<file path="src/rtl/phase_sequencer.sv">
// FETCH/DECODE/EXECUTE/WRITE instruction-cycle controller with memory handshake timeout,
// sticky fault and retired-instruction counter. Optional single-step mode: PHASE_SINGLE_STEP_EN.
module phase_sequencer #(
    parameter int STATE_W     = 4,
    parameter int MEM_TIMEOUT = 15,
    parameter int WAIT_W      = 4,
    parameter int COUNT_W     = 16
) (
    input  logic               clk,
    input  logic               rst,
    input  logic               run,
`ifdef PHASE_SINGLE_STEP_EN
    input  logic               step,
`endif
    input  logic               mem_ack,
    input  logic               is_mem_op,
    input  logic               is_halt,
    output logic [STATE_W-1:0] state,
    output logic               fetch_en,
    output logic               decode_en,
    output logic               exec_en,
    output logic               write_en,
    output logic               mem_req,
    output logic               fault,
    output logic [COUNT_W-1:0] instr_count
);

    typedef enum logic [STATE_W-1:0] {
        ST_INIT    = STATE_W'(0),
        ST_FETCH   = STATE_W'(1),
        ST_DECODE  = STATE_W'(2),
        ST_EXECUTE = STATE_W'(3),
        ST_WRITE   = STATE_W'(4),
        ST_HALT    = STATE_W'(5),
`ifdef PHASE_SINGLE_STEP_EN
        ST_FAULT   = STATE_W'(6),
        ST_PAUSE   = STATE_W'(7)
`else
        ST_FAULT   = STATE_W'(6)
`endif
    } state_t;

    localparam bit TIMEOUT_ON = (MEM_TIMEOUT != 0);
    localparam logic [WAIT_W-1:0] WAIT_LAST = WAIT_W'((MEM_TIMEOUT == 0) ? 0 : MEM_TIMEOUT - 1);

    state_t             state_q, state_d;
    logic [WAIT_W-1:0]  wait_q, wait_d;
    logic               mem_op_q, mem_op_d;
    logic               run_q;
    logic [COUNT_W-1:0] count_q;
    logic               count_inc;
    logic               run_rise;
    logic               req_c;
    logic               timeout_hit;

`ifdef PHASE_SINGLE_STEP_EN
    logic step_q;
    logic step_rise;
    assign step_rise = step & ~step_q;
`endif

    assign run_rise    = run & ~run_q;
    assign req_c       = (state_q == ST_FETCH) || ((state_q == ST_EXECUTE) && mem_op_q);
    assign timeout_hit = TIMEOUT_ON && (wait_q == WAIT_LAST);

    always_comb begin
        state_d   = state_q;
        mem_op_d  = mem_op_q;
        count_inc = 1'b0;
        case (state_q)
            ST_INIT: begin
                if (run_rise) state_d = ST_FETCH;
            end
            ST_FETCH: begin
                if (mem_ack)          state_d = ST_DECODE;
                else if (timeout_hit) state_d = ST_FAULT;
            end
            ST_DECODE: begin
                mem_op_d = is_mem_op & ~is_halt;
                state_d  = is_halt ? ST_HALT : ST_EXECUTE;
            end
            ST_EXECUTE: begin
                if (!mem_op_q || mem_ack) state_d = ST_WRITE;
                else if (timeout_hit)     state_d = ST_FAULT;
            end
            ST_WRITE: begin
                count_inc = 1'b1;
`ifdef PHASE_SINGLE_STEP_EN
                state_d = ST_PAUSE;
`else
                state_d = ST_FETCH;
`endif
            end
            ST_HALT: begin
`ifdef PHASE_SINGLE_STEP_EN
                if (run_rise || step_rise) state_d = ST_FETCH;
`else
                if (run_rise) state_d = ST_FETCH;
`endif
            end
`ifdef PHASE_SINGLE_STEP_EN
            ST_PAUSE: begin
                if (run_rise || step_rise) state_d = ST_FETCH;
            end
`endif
            ST_FAULT: state_d = ST_FAULT;
            default:  state_d = ST_INIT;
        endcase
    end

    // Any state change clears the counter, covering every entry to FETCH and EXECUTE.
    always_comb begin
        wait_d = wait_q;
        if (state_d != state_q) wait_d = '0;
        else if (req_c)         wait_d = wait_q + 1'b1;
    end

    always_ff @(posedge clk) begin
        if (rst) begin
            state_q  <= ST_INIT;
            wait_q   <= '0;
            mem_op_q <= 1'b0;
            run_q    <= 1'b0;
            count_q  <= '0;
        end else begin
            state_q  <= state_d;
            wait_q   <= wait_d;
            mem_op_q <= mem_op_d;
            run_q    <= run;
            if (count_inc) count_q <= count_q + 1'b1;
        end
    end

`ifdef PHASE_SINGLE_STEP_EN
    always_ff @(posedge clk) begin
        if (rst) step_q <= 1'b0;
        else     step_q <= step;
    end
`endif

    always_comb begin
        state       = state_q;
        fetch_en    = (state_q == ST_FETCH);
        decode_en   = (state_q == ST_DECODE);
        exec_en     = (state_q == ST_EXECUTE);
        write_en    = (state_q == ST_WRITE);
        fault       = (state_q == ST_FAULT);
        mem_req     = req_c;
        instr_count = count_q;
    end

endmodule
</file>
<file path="config.mk">
export PLATFORM = sky130hd
export DESIGN_NAME = phase_sequencer
export DESIGN_NICKNAME = d
export VERILOG_FILES = /design/src/rtl/phase_sequencer.sv
export SDC_FILE = /design/constraint.sdc
export NUM_CORES = 1
export LEC_CHECK = 0
export BUFFER_PORTS_ARGS = -buffer_cell sky130_fd_sc_hd__buf_4
export CAP_MARGIN = 20
export CORE_UTILIZATION = 47
export DETAILED_ROUTE_END_ITERATION = 8
export PLACE_DENSITY = 0.71
export SYNTH_ARGS = -nofsm -noshare
export SYNTH_HDL_FRONTEND = slang
export SYNTH_SLANG_ARGS = --single-unit
</file>
<file path="constraint.sdc">
create_clock -name clk -period 2.55 [get_ports clk]
set_input_delay 0 -clock clk [delete_from_list [all_inputs] [get_ports clk]]
set_output_delay 0 -clock clk [all_outputs]
set_load 0.05 [all_outputs]
</file>
# Word-level counts from Yosys, hierarchy flattened
# Cells that the tools add are included.
# op_classes
n_addsub	2
multipliers	0
n_div	0
order_cmp	0
eq_ne	8
shifts	0
mux	7
bitwise	4
n_reduce_logical	7
# op_table
op	n
$pmux 4 s6	1
$add 16x1->16 const B	1
$mux 4	4
$eq 4x3->1 const B	3
$eq 4x2->1 const B	2
$add 4x1->4 const B	1
$eq 4x1->1 const B	1
$eq 4x4->1 const B	1
$logic_not 4->1	1
$ne 4x4->1	1
$reduce_or 2->1	2
$mux 3	1
$and 1x1->1	2
$logic_or 1x1->1	2
$not 1->1	2
$logic_and 1x1->1	1
$logic_not 1->1	1
$mux 1	1
# word_totals
register_bits	26
latch_bits	0
ram_bits	0
rom_bits	0
in_bits	6
elab_cells	33
memories	0

# Longest topological paths before layout
# logic_depth
ltp_word	6
mapped_depth	7
mapped_depth_nobuf	6

# Least setup slack after synthesis
# Ideal clock, no wire load.
# synth_path
path_type	reg2reg
start	register state_q[0], in the netlist state[0]
end	register wait_q[1]
setup_time_ns	0.114
arrival_ns	2.421
slack_ns	0.015
path_stages_with_launch	6
n_path_buf	1
period_less_slack_ns	2.535
path_cell_list	dfxtp_1 > or3b_2 > clkbuf_1 > nor2_1 > nor2_1 > a2111oi_0
# synth_lines
item	line	rtl
start, declared	46	state_t state_q, state_d;
start signal, assigned	126	state_q <= state_d;
$eq 4x2->1	63	assign req_c = (state_q == ST_FETCH) || ((state_q == ST_EXECUTE) && mem_op_q);
$logic_and 1x1->1	63	
$logic_or 1x1->1 *	63	
net mem_req	23	output logic mem_req,
end signal, assigned	127	wait_q <= wait_d;
end, declared	47	logic [WAIT_W-1:0] wait_q, wait_d;
# Mark *: on every way through the listed nets, which the timed path passes. The rest lies on a longest branch.
# A chain may end at the register's enable or synchronous reset.

# Worst setup path in the final report
# layout_path
start	register state_q[3], in the netlist state[3]
end	register count_q[15], in the netlist instr_count[15]
# layout_between
elab_chain_cells	2
# layout_rtl
item	line	rtl
$eq 4x3->1	70	case (state_q)
$mux 1	70	
end signal, assigned	130	if (count_inc) count_q <= count_q + 1'b1;
end, declared	50	logic [COUNT_W-1:0] count_q;
# Every way passes these cells.

==> results.sh <==
export IMPL_outcome="finished clean"
export IMPL_syn_area_mm2=0.00133
export IMPL_clock_latency_ns=0.33
export IMPL_cts_tree="yes"
export IMPL_chipWidth_um=55.2
export IMPL_route_met3_wl_um=123
export IMPL_wl_per_cell_um=13.1
export IMPL_drc=0
export IMPL_path_cells="or4b_4 > or4_4 > or3_1 > a21oi_1"
export IMPL_fin_crit_ns=2.26
export IMPL_clk_path_buf_depth=2
export IMPL_port_buffers=31
export IMPL_routabilityCongestion=0.810
export IMPL_clkTransAtPathRegs_ns=0.15
export IMPL_cts_setup_buffers=0
export IMPL_max_slew_worst_pin_slew_ns=0.517
export IMPL_max_freq_mhz=442
export IMPL_synth_edff_count=0
export IMPL_synth_largest_area_cell="dfxtp_1"
export IMPL_grt_max_degree=26
export IMPL_tns_ns=0
export IMPL_yosysTopAreaCellShare_pct=39.1
export IMPL_worst_path_largest_cell_delay_ns=0.65
export IMPL_grt_pass1_wl_mm=4.89
export IMPL_synth_fa_ha_area_share_pct=2.82
export IMPL_nFillCells=237
export IMPL_slew_headroom_pct=65.2
export IMPL_ys_ff_latch=26
export IMPL_cp_start_kind="flip-flop"
export IMPL_setup_viol=0
export IMPL_power_density_mw_per_mm2=413
export IMPL_period_share_pct=88.8
export IMPL_num_rows=18
export IMPL_synth_area_top_cells="dfxtp_1 39%, xnor2_1 5.9%, nor2_1 4.5%"
export IMPL_netlist_instances=155
export IMPL_drt_first_pass_iters=5
export IMPL_synth_xor_area_share_pct=7.89
export IMPL_grt_ovfl_total=0
export IMPL_dp_cells=211
export IMPL_via_per_inst=5.56
export IMPL_drv_slew=0
export IMPL_ys_async_sr_fraction_pct=0
export IMPL_nNetsFinal=197
export IMPL_peakVddDrop_mv=0.383
export IMPL_place_hpwl_mm=2.05
export IMPL_worstHoldPathType="in2reg"
export IMPL_maxUsedRoutingLayer="met4"
export IMPL_cts_sinks=26
export IMPL_cts_root_buf="clkbuf_4"
export IMPL_critPathKind="reg2reg"
export IMPL_dieArea_mm2=0.00305
export IMPL_yosys_mux_area_fraction_pct=2.44
export IMPL_r2r_slack_ns=0.29
export IMPL_die_y_um=55.2
export IMPL_synthSimpleGateAreaFrac_pct=31.3
export IMPL_area_growth_pct=23.0
export IMPL_antenna_cells=0
export IMPL_place_ws_ns=0.349
export IMPL_cts_made_buffers=3
export IMPL_wl_met2_mm=1.29
export IMPL_vias=1206
export IMPL_finalNonFillerCells=217
export IMPL_synth_nets=164
export IMPL_grt_pass1_vias=1135
export IMPL_ys_flop_type="dfxtp_1"
export IMPL_critPathRequiredTime_ns=2.81
export IMPL_leakage_uw=0.000606
export IMPL_synth_compound_area_share_pct=12.1
export IMPL_initialDrtViolationCount=36
export IMPL_fin_ws_ns=0.286
export IMPL_cp_max_fo=11
export IMPL_cap_viol_max_count=0
export IMPL_num_io_pins=32
export IMPL_core_area_mm2=0.00257
export IMPL_ys_seq_area_share_pct=39.1
export IMPL_initial_core_util_pct=51.9
export IMPL_wl_mm=2.84
export IMPL_rsz0062_at_grt="no"
export IMPL_crit_slowest_cell="or4b_4"
export IMPL_final_hold_viol_count=0
export IMPL_finClkSkew_ns=0.0132
export IMPL_drive_gt1_share_pct=23.5
export IMPL_synth_top_family_by_area="simple AND/OR/NAND/NOR gates"
export IMPL_cp_num_buf_inv=0
export IMPL_crit_arrival_ns=2.53
export IMPL_avgSynthCellArea_um2=8.59
export IMPL_met1_length_mm=1.38
export IMPL_synth_cell_type_count=40
export IMPL_track_usage_pct=19.7
export IMPL_critPathCaptureType="flip-flop"
export IMPL_cpLargestDelayFamily="simple AND/OR/NAND/NOR gates"
export IMPL_h_tree_depth=1
export IMPL_antenna_found_initial=0
export IMPL_ant_nets=0
export IMPL_ys_warn_count=0
[placed cells by master (no fill, tap or decap), types with 5 or more instances in the layout]
| master | Yosys | layout |
|---|---|---|
| nand2_1 | 5 | 5 |
| nor2b_1 | 8 | 8 |
| xnor2_1 | 9 | 9 |
| inv_1 | 5 | 5 |
| nand3_1 | 10 | 10 |
| nor3_1 | 8 | 8 |
| o21ai_0 | 7 | 7 |
| buf_4 | 0 | 33 |
| nand2b_1 | 5 | 5 |
| a21oi_1 | 7 | 7 |
| dfxtp_1 | 26 | 26 |
| nor2_1 | 16 | 16 |
[final timing paths]
path / startpoint / depth (start not counted) / end
worst min register to register: instr_count[1] / 2 / instr_count[1]
worst max register to register: state[3] / 4 / instr_count[15]
worst max-delay path: state[3] / 4 / instr_count[15]
worst min-delay path: rst / 2 / instr_count[9]
[where the power goes]
group | switching [uW] | internal (uW) | total (uW)
Clock | 125 | 87.5 | 213
Combinational | 30.5 | 19.7 | 50.1
Sequential | 4.78 | 409 | 414
[registers in the layout, indices dropped and copies added (netlist names)]
signal and cells:
run_q 1, mem_op_q 1, instr_count 16, wait_q 4, state 4
[synthesized netlist by cell type, types with 3 or more instances]
library cell,count
dfxtp_1,26
nor2_1,16
nand3_1,10
xnor2_1,9
nor2b_1,8
nor3_1,8
a21oi_1,7
o21ai_0,7
clkbuf_1,5
inv_1,5
nand2_1,5
nand2b_1,5
ha_1,3
nand4_1,3
nand4b_1,3
or3_1,3
xor2_1,3
[logic make-up (layout without fill, tap and decap cells)]
logic type,after synthesis,count (layout)
buffers and inverters,12,44
adder cells (fa/ha/maj),3,3
other,1,1
multiplexers,3,3
AO/OA/AOI/OAI,25,25
AND/OR/NAND/NOR,73,73
XOR/XNOR,12,12
flip-flops,26,26
[cell type report]
cell class	instances	area, um^2	area share (%)
inverters	5	18.8	1.15
repair buffers	35	268	16.3
well taps	30	37.5	2.29
flip-flops and latches	26	520	31.8
multi-input cells	117	757	46.2
clock buffers	4	36.3	2.22
[metrics by stage]
stage	util, %	hold slack (ns)	cell area (um^2)	total power, uW
after floorplan	-	0.128	1330	454
after global placement	61.6	0.220	1580	469
after detailed placement	61.6	0.227	1580	470
after CTS	63.8	0.0000798	1640	684
after global routing	63.8	0.00568	1640	702
final	63.8	0.00400	1640	677
[metal layers]
metal | vias up | track usage (%)
met3 | 7 | 4.92
met2 | 33 | 32.0
met1 | 552 | 25.1
met4 | 0 | 7.50
met5 | - | 0
li1 | 614 | -
[what timing repair did]
action	4_1_cts	5_1_grt
hold endpoints to repair	2	0
hold buffers	2	0
resized for setup	0	0
Note: power is estimated with default switching activity, not from simulation.
